[config.mk]
export PLATFORM = sky130hd
export DESIGN_NAME = clk_ratio_meter_flat
export DESIGN_NICKNAME = d
export VERILOG_FILES = /design/src/rtl/clk_ratio_meter_if.sv /design/src/rtl/clk_ratio_meter.sv /design/src/flat_wrapper.sv
export SDC_FILE = /design/constraint.sdc
export NUM_CORES = 1
export LEC_CHECK = 0
export BUFFER_PORTS_ARGS = -buffer_cell sky130_fd_sc_hd__buf_4
export CORE_UTILIZATION = 49
export DETAILED_ROUTE_END_ITERATION = 10
export GPL_ROUTABILITY_DRIVEN = 0
export PLACE_DENSITY = 0.74
export SLEW_MARGIN = 20
export SYNTH_ARGS = -nofsm -noshare
export SYNTH_HDL_FRONTEND = slang
export SYNTH_SLANG_ARGS = --single-unit
[constraint.sdc]
create_clock -name i_clk -period 1.5 [get_ports i_clk]
set_clock_uncertainty 0.05 [all_clocks]
set_input_delay 0 -clock i_clk [delete_from_list [all_inputs] [get_ports i_clk]]
set_output_delay 0 -clock i_clk [all_outputs]
set_load 0.02 [all_outputs]
[src/rtl/clk_ratio_meter_if.sv]
// -----------------------------------------------------------------------------
// clk_ratio_meter_if
// Bundles the measurement control inputs and the result outputs of
// clk_ratio_meter. The clock and reset stay plain ports on the meter.
//
//   i_en          enable; low returns the meter to IDLE
//   i_div_clk     slow clock / strobe being measured (same i_clk domain)
//   o_ratio       last measured period in i_clk cycles
//   o_ratio_valid one-cycle pulse when o_ratio is updated
//   o_locked      the same period has been seen LOCK_COUNT times in a row
//   o_overflow    sticky: a period ran past the counter range
//   o_high_time   high cycles within the last measured period (0 when the
//                 duty-cycle option is not built)
//
// Modports:
//   master - drives i_en / i_div_clk and observes the results
//   slave  - the meter itself
// RATIO_WIDTH must match the RATIO_WIDTH of the connected meter.
// -----------------------------------------------------------------------------
interface clk_ratio_meter_if #(
    parameter int RATIO_WIDTH = 8
);
    logic                   i_en;
    logic                   i_div_clk;
    logic [RATIO_WIDTH-1:0] o_ratio;
    logic                   o_ratio_valid;
    logic                   o_locked;
    logic                   o_overflow;
    logic [RATIO_WIDTH-1:0] o_high_time;

    modport master (
        output i_en,
        output i_div_clk,
        input  o_ratio,
        input  o_ratio_valid,
        input  o_locked,
        input  o_overflow,
        input  o_high_time
    );

    modport slave (
        input  i_en,
        input  i_div_clk,
        output o_ratio,
        output o_ratio_valid,
        output o_locked,
        output o_overflow,
        output o_high_time
    );
endinterface

[src/rtl/clk_ratio_meter.sv]
// -----------------------------------------------------------------------------
// clk_ratio_meter
// Measures the period of a slow, same-domain divided clock or strobe in units
// of i_clk and reports it as an integer ratio. A divider programmed with
// ratio R produces a signal this block reports as R. Lock is declared after
// LOCK_COUNT consecutive identical periods; a period longer than the counter
// range raises a sticky overflow flag.
//
// Parameters:
//   RATIO_WIDTH  width of the period counter and of o_ratio (max period
//                2^RATIO_WIDTH-1, min period 2)
//   LOCK_COUNT   consecutive identical periods needed for lock, 2..15
//
// Ports:
//   i_clk   system clock, rising edge
//   i_rst   synchronous active-high reset, highest priority
//   bus     clk_ratio_meter_if.slave (i_en, i_div_clk in; results out)
//
// Optional feature:
//   CLK_RATIO_METER_DUTY_EN  when defined, a high-time counter is built and
//   o_high_time reports the number of high cycles in the last period. When
//   not defined, o_high_time is tied to 0.
//
// i_div_clk is sampled directly; it must already be synchronous to i_clk.
// All outputs are registered.
// -----------------------------------------------------------------------------
module clk_ratio_meter #(
    parameter int RATIO_WIDTH = 8,
    parameter int LOCK_COUNT  = 4
) (
    input  logic             i_clk,
    input  logic             i_rst,
    clk_ratio_meter_if.slave bus
);

    typedef enum logic [1:0] {
        ST_IDLE    = 2'd0,
        ST_SEARCH  = 2'd1,
        ST_MEASURE = 2'd2,
        ST_LOCKED  = 2'd3
    } state_t;

    localparam logic [RATIO_WIDTH-1:0] CNT_ZERO  = {RATIO_WIDTH{1'b0}};
    localparam logic [RATIO_WIDTH-1:0] CNT_ONE   = {{(RATIO_WIDTH-1){1'b0}}, 1'b1};
    localparam logic [RATIO_WIDTH-1:0] CNT_MAX   = {RATIO_WIDTH{1'b1}};
    localparam logic [3:0]             MCNT_LOCK = 4'(LOCK_COUNT);

    state_t                 state_q,  state_d;
    logic                   prev_q;
    logic [RATIO_WIDTH-1:0] cnt_q,    cnt_d;
    logic [RATIO_WIDTH-1:0] ratio_q,  ratio_d;
    logic [3:0]             mcnt_q,   mcnt_d;
    logic                   valid_q,  valid_d;
    logic                   locked_q, locked_d;
    logic                   ovf_q,    ovf_d;

    logic                   rise_s;
    logic                   in_meas_s;
    logic                   wrap_s;
    logic [3:0]             mcnt_hit_s;

    assign rise_s    = bus.i_div_clk & ~prev_q;
    assign in_meas_s = (state_q == ST_MEASURE) || (state_q == ST_LOCKED);
    // A rise on the all-ones count is still a valid period; only a missing
    // rise there means the period does not fit the counter.
    assign wrap_s    = (cnt_q == CNT_MAX) & ~rise_s;

    // Match-counter value to use when a period completes: a repeat of the
    // previous period extends the run (saturating at the lock threshold),
    // anything else, or the first period after a restart, starts a new run.
    always_comb begin
        mcnt_hit_s = 4'd1;
        if ((cnt_q == ratio_q) && (mcnt_q != 4'd0)) begin
            if (mcnt_q >= MCNT_LOCK) begin
                mcnt_hit_s = MCNT_LOCK;
            end else begin
                mcnt_hit_s = mcnt_q + 4'd1;
            end
        end else begin
            mcnt_hit_s = 4'd1;
        end
    end

    // Next-state and next-output computation for the measurement FSM.
    always_comb begin
        state_d  = state_q;
        cnt_d    = cnt_q;
        ratio_d  = ratio_q;
        mcnt_d   = mcnt_q;
        valid_d  = 1'b0;
        locked_d = locked_q;
        ovf_d    = ovf_q;

        if (!bus.i_en) begin
            // Disable discards any partial period and clears status; the
            // last reported ratio is kept.
            state_d  = ST_IDLE;
            cnt_d    = CNT_ZERO;
            mcnt_d   = 4'd0;
            locked_d = 1'b0;
            ovf_d    = 1'b0;
        end else begin
            case (state_q)
                ST_IDLE: begin
                    state_d = ST_SEARCH;
                end
                ST_SEARCH: begin
                    // The first rise only marks the start of a period.
                    if (rise_s) begin
                        cnt_d   = CNT_ONE;
                        state_d = ST_MEASURE;
                    end else begin
                        cnt_d   = cnt_q;
                    end
                end
                ST_MEASURE, ST_LOCKED: begin
                    if (rise_s) begin
                        ratio_d = cnt_q;
                        valid_d = 1'b1;
                        cnt_d   = CNT_ONE;
                        mcnt_d  = mcnt_hit_s;
                        if (mcnt_hit_s == MCNT_LOCK) begin
                            locked_d = 1'b1;
                            state_d  = ST_LOCKED;
                        end else begin
                            // Covers both "not yet locked" and "locked but
                            // the period changed" (run restarted at 1).
                            locked_d = 1'b0;
                            state_d  = ST_MEASURE;
                        end
                    end else if (wrap_s) begin
                        ovf_d    = 1'b1;
                        locked_d = 1'b0;
                        mcnt_d   = 4'd0;
                        cnt_d    = CNT_ZERO;
                        state_d  = ST_SEARCH;
                    end else begin
                        cnt_d    = cnt_q + CNT_ONE;
                    end
                end
                default: begin
                    state_d  = ST_IDLE;
                    cnt_d    = CNT_ZERO;
                    mcnt_d   = 4'd0;
                    locked_d = 1'b0;
                end
            endcase
        end
    end

    // State and output registers with synchronous reset.
    always_ff @(posedge i_clk) begin
        if (i_rst) begin
            state_q  <= ST_IDLE;
            prev_q   <= 1'b0;
            cnt_q    <= CNT_ZERO;
            ratio_q  <= CNT_ZERO;
            mcnt_q   <= 4'd0;
            valid_q  <= 1'b0;
            locked_q <= 1'b0;
            ovf_q    <= 1'b0;
        end else begin
            state_q  <= state_d;
            prev_q   <= bus.i_div_clk;
            cnt_q    <= cnt_d;
            ratio_q  <= ratio_d;
            mcnt_q   <= mcnt_d;
            valid_q  <= valid_d;
            locked_q <= locked_d;
            ovf_q    <= ovf_d;
        end
    end

    assign bus.o_ratio       = ratio_q;
    assign bus.o_ratio_valid = valid_q;
    assign bus.o_locked      = locked_q;
    assign bus.o_overflow    = ovf_q;

`ifdef CLK_RATIO_METER_DUTY_EN
    logic [RATIO_WIDTH-1:0] hcnt_q, hcnt_d;
    logic [RATIO_WIDTH-1:0] high_q, high_d;

    // High-time counter: counts high cycles alongside cnt (the rise cycle
    // itself counts as one) and is captured together with o_ratio.
    always_comb begin
        hcnt_d = hcnt_q;
        high_d = high_q;
        if (!bus.i_en || (state_q == ST_IDLE) || (in_meas_s && wrap_s)) begin
            hcnt_d = CNT_ZERO;
        end else if (rise_s && ((state_q == ST_SEARCH) || in_meas_s)) begin
            if (in_meas_s) begin
                high_d = hcnt_q;
            end else begin
                high_d = high_q;
            end
            hcnt_d = CNT_ONE;
        end else if (in_meas_s) begin
            hcnt_d = hcnt_q + {{(RATIO_WIDTH-1){1'b0}}, bus.i_div_clk};
        end else begin
            hcnt_d = hcnt_q;
        end
    end

    // High-time registers with synchronous reset.
    always_ff @(posedge i_clk) begin
        if (i_rst) begin
            hcnt_q <= CNT_ZERO;
            high_q <= CNT_ZERO;
        end else begin
            hcnt_q <= hcnt_d;
            high_q <= high_d;
        end
    end

    assign bus.o_high_time = high_q;
`else
    assign bus.o_high_time = {RATIO_WIDTH{1'b0}};
`endif

endmodule

[src/flat_wrapper.sv]
// flat-port wrapper written by rule: the top's interface ports become plain ports
module clk_ratio_meter_flat 
#(
    parameter int RATIO_WIDTH = 8,
    parameter int LOCK_COUNT  = 4
)
  (i_clk, i_rst, bus_i_en, bus_i_div_clk, bus_o_ratio, bus_o_ratio_valid, bus_o_locked, bus_o_overflow, bus_o_high_time);
  clk_ratio_meter_if #(.RATIO_WIDTH(RATIO_WIDTH)) bus_i ();
  input  logic i_clk;
  input  logic i_rst;
  input wire logic [$bits(bus_i.i_en)-1:0] bus_i_en;
  input wire logic [$bits(bus_i.i_div_clk)-1:0] bus_i_div_clk;
  output wire logic [$bits(bus_i.o_ratio)-1:0] bus_o_ratio;
  output wire logic [$bits(bus_i.o_ratio_valid)-1:0] bus_o_ratio_valid;
  output wire logic [$bits(bus_i.o_locked)-1:0] bus_o_locked;
  output wire logic [$bits(bus_i.o_overflow)-1:0] bus_o_overflow;
  output wire logic [$bits(bus_i.o_high_time)-1:0] bus_o_high_time;
  assign bus_i.i_en = bus_i_en;
  assign bus_i.i_div_clk = bus_i_div_clk;
  assign bus_o_ratio = bus_i.o_ratio;
  assign bus_o_ratio_valid = bus_i.o_ratio_valid;
  assign bus_o_locked = bus_i.o_locked;
  assign bus_o_overflow = bus_i.o_overflow;
  assign bus_o_high_time = bus_i.o_high_time;
  clk_ratio_meter #(.RATIO_WIDTH(RATIO_WIDTH), .LOCK_COUNT(LOCK_COUNT)) u_core (.i_clk(i_clk), .i_rst(i_rst), .bus(bus_i));
endmodule
==> metrics.txt <==
status=completed; max-slew violations=0; Worst-path clk slew=0.15 ns; final hold violations=0; Initial DRC Count=31; vias in the first global route=1,066; minimum clock period=1.46 ns; Tcrit/Tclk final=0.975; CP endpoint kind=flip-flop; Die H=55.1 microns; IO Pins=23; vias per cell=5.45; Routed WL=2980 microns; Rows=18; full die area=0.00303 sq mm; core box area=0.00257 sq mm; Arr. time, crit path=1.64 ns; Final Setup Violations=0; grt total ovfl=0; synthesis-to-layout area growth=17.2%; Post-Syn Area=0.00138 sq mm; final hold slack=0.0405 ns; Power Density=712 mW/mm^2; share of cells above drive strength 1=0.249; hold_sp=bus_i_en; clk_lat worst skew=0.33 ns; distinct cell type count after synthesis=46; startpoint of the worst register-to-register path=u_core.cnt_q[6]; Worst EP required=1.68 ns; number of port buffers=14; Synth Register Bits=26; CTS tree=yes; total number of yosys warnings=0; H-tree depth=1; Detail Placement HPWL=2190 microns; initial core utilization=0.538; Via Count=1,172; DRT antenna net count=0; CP max FO=6; total global-route track usage=0.223; maxcap violations=0; DR WL/cell=13.9 microns; post-route design area=0.00162 sq mm; Worst Hold Class=in -> reg; Leakage=0.693 nW; initial antenna violation count=0; RSZ-0062 raised after global routing=false; placed cell area=0.00153 sq mm; Final nets=193; DRC errors left=0; ANT cells=0; Worst setup SP type=flip-flop; Max Freq=684 MHz; Setup CP Type=reg -> reg; setup TNS=0 ns; first-pass GRT wire length=4700 microns; Post-synth ARST share=0; Die W=55.1 microns; Post-Synthesis Cells=159; root buffer cell=clkbuf_4; Avg Cell Area, Syn=8.68 sq um; worst IR drop on VDD=0.000557 V; EDFF count, synth=0; Seq/Total Area, Yosys=0.377; CTS buffer count=3; Top FF cell, synth=dfxtp_1; CTS sink count=26; crit path from=u_core.cnt_q[6]; Detailed Routing Iterations Pass 1=4; clk buf depth=2; largest net degree at the start of global routing=15
## metrics by stage
step,util,worst slack [ns],total power [mW],instances
6_report,0.630,0.0379,1.15,215
3_3_place_gp,0.595,0.111,0.792,208
3_5_place_dp,0.595,0.0785,0.793,208
4_1_cts,0.621,0.0536,1.15,215
2_1_floorplan,-,0.0420,0.785,166
5_1_grt,0.630,0.00110,1.19,215
## where the power goes
part	leakage [nW]	switching, mW	internal, mW
registers	0.212	0.00344	0.695
clock network	0.0210	0.214	0.149
logic	0.460	0.0567	0.0334
total	0.693	0.274	0.877
## final cells by class
type / instances / area [sq um]
clock buffers: 4 / 36.3
fillers: 228 / 950
inverters: 3 / 11.3
multi-input cells: 119 / 751
flip-flops and latches: 26 / 527
well taps: 30 / 37.5
repair buffers: 33 / 255
## cell usage in the layout (no fill, tap or decap), types with 3 or more instances in the layout
master         netlist  layout
nor3_1               3       3
a21oi_1             13      12
nand4_1              4       4
nor2_1              11      11
dlygate4sd3_1        0       3
nor2b_1              3       3
xor2_1              11      11
nand2_1             26      26
inv_1                3       3
dfxtp_2              0       5
o21ai_0              4       4
conb_1               1       8
clkbuf_4             0       3
buf_4                9      30
dfxtp_1             26      21
## state kept, by name (all words and copies together) (netlist names)
name	flops
u_core.bus.o_ratio	8
u_core.cnt_q	8
u_core.bus.o_ratio_valid	1
u_core.mcnt_q	4
u_core.bus.o_overflow	1
u_core.bus.o_locked	1
u_core.prev_q	1
u_core.state_q	2
## cell families after synthesis
logic type / after synthesis / share of synthesized area
and+or+nand+nor: 61 / 0.233
AOI/OAI and AO/OA: 36 / 0.180
DFF: 26 / 0.377
buffers and inverters: 21 / 0.111
xor gates and xnor gates: 11 / 0.0698
adders and majority gates: 3 / 0.0272
other: 1 / 0.00272
## path summary, 6_finish.rpt
kind,end,slack (ns),cells after the start
setup / recovery,u_core.mcnt_q[0],0.04,5
hold / removal,u_core.cnt_q[1],0.04,4
setup reg to reg,u_core.mcnt_q[0],0.04,5
hold reg to reg,u_core.bus.o_locked,0.43,1
## cell usage after synthesis, drive strengths merged (3+ instances only)
cell type	number	area [sq um]
dfxtp	26	521
nand2	26	97.6
a21oi	13	65.1
buf	13	100
nor2	11	41.3
xor2	11	96.3
clkbuf	5	41.3
o21ai	5	25.0
nand4	4	25.0
nor3	4	25.0
ha	3	37.5
inv	3	11.3
nor2b	3	18.8
## critical path, stage by stage (launching register included)
cell and delay (ns):
dfxtp_1 0.50, nand4_1 0.18, o21ai_1 0.17, a21oi_1 0.08
buf_4 0.15, a22o_1 0.22
## what timing repair did
action                     in CTS  in global routing
hold endpoints to repair       11                  0
gates resized for setup         0                  8
setup endpoints to repair       0                  8
hold buffers                    3                  0
buffers inserted                0                  0
## routing by layer
metal	wire [microns]	track usage
met2	1430	0.341
met1	1420	0.296
met3	77	0.0273
met5	0	0
met4	59	0.142
Power figures use the tool's default switching activity.
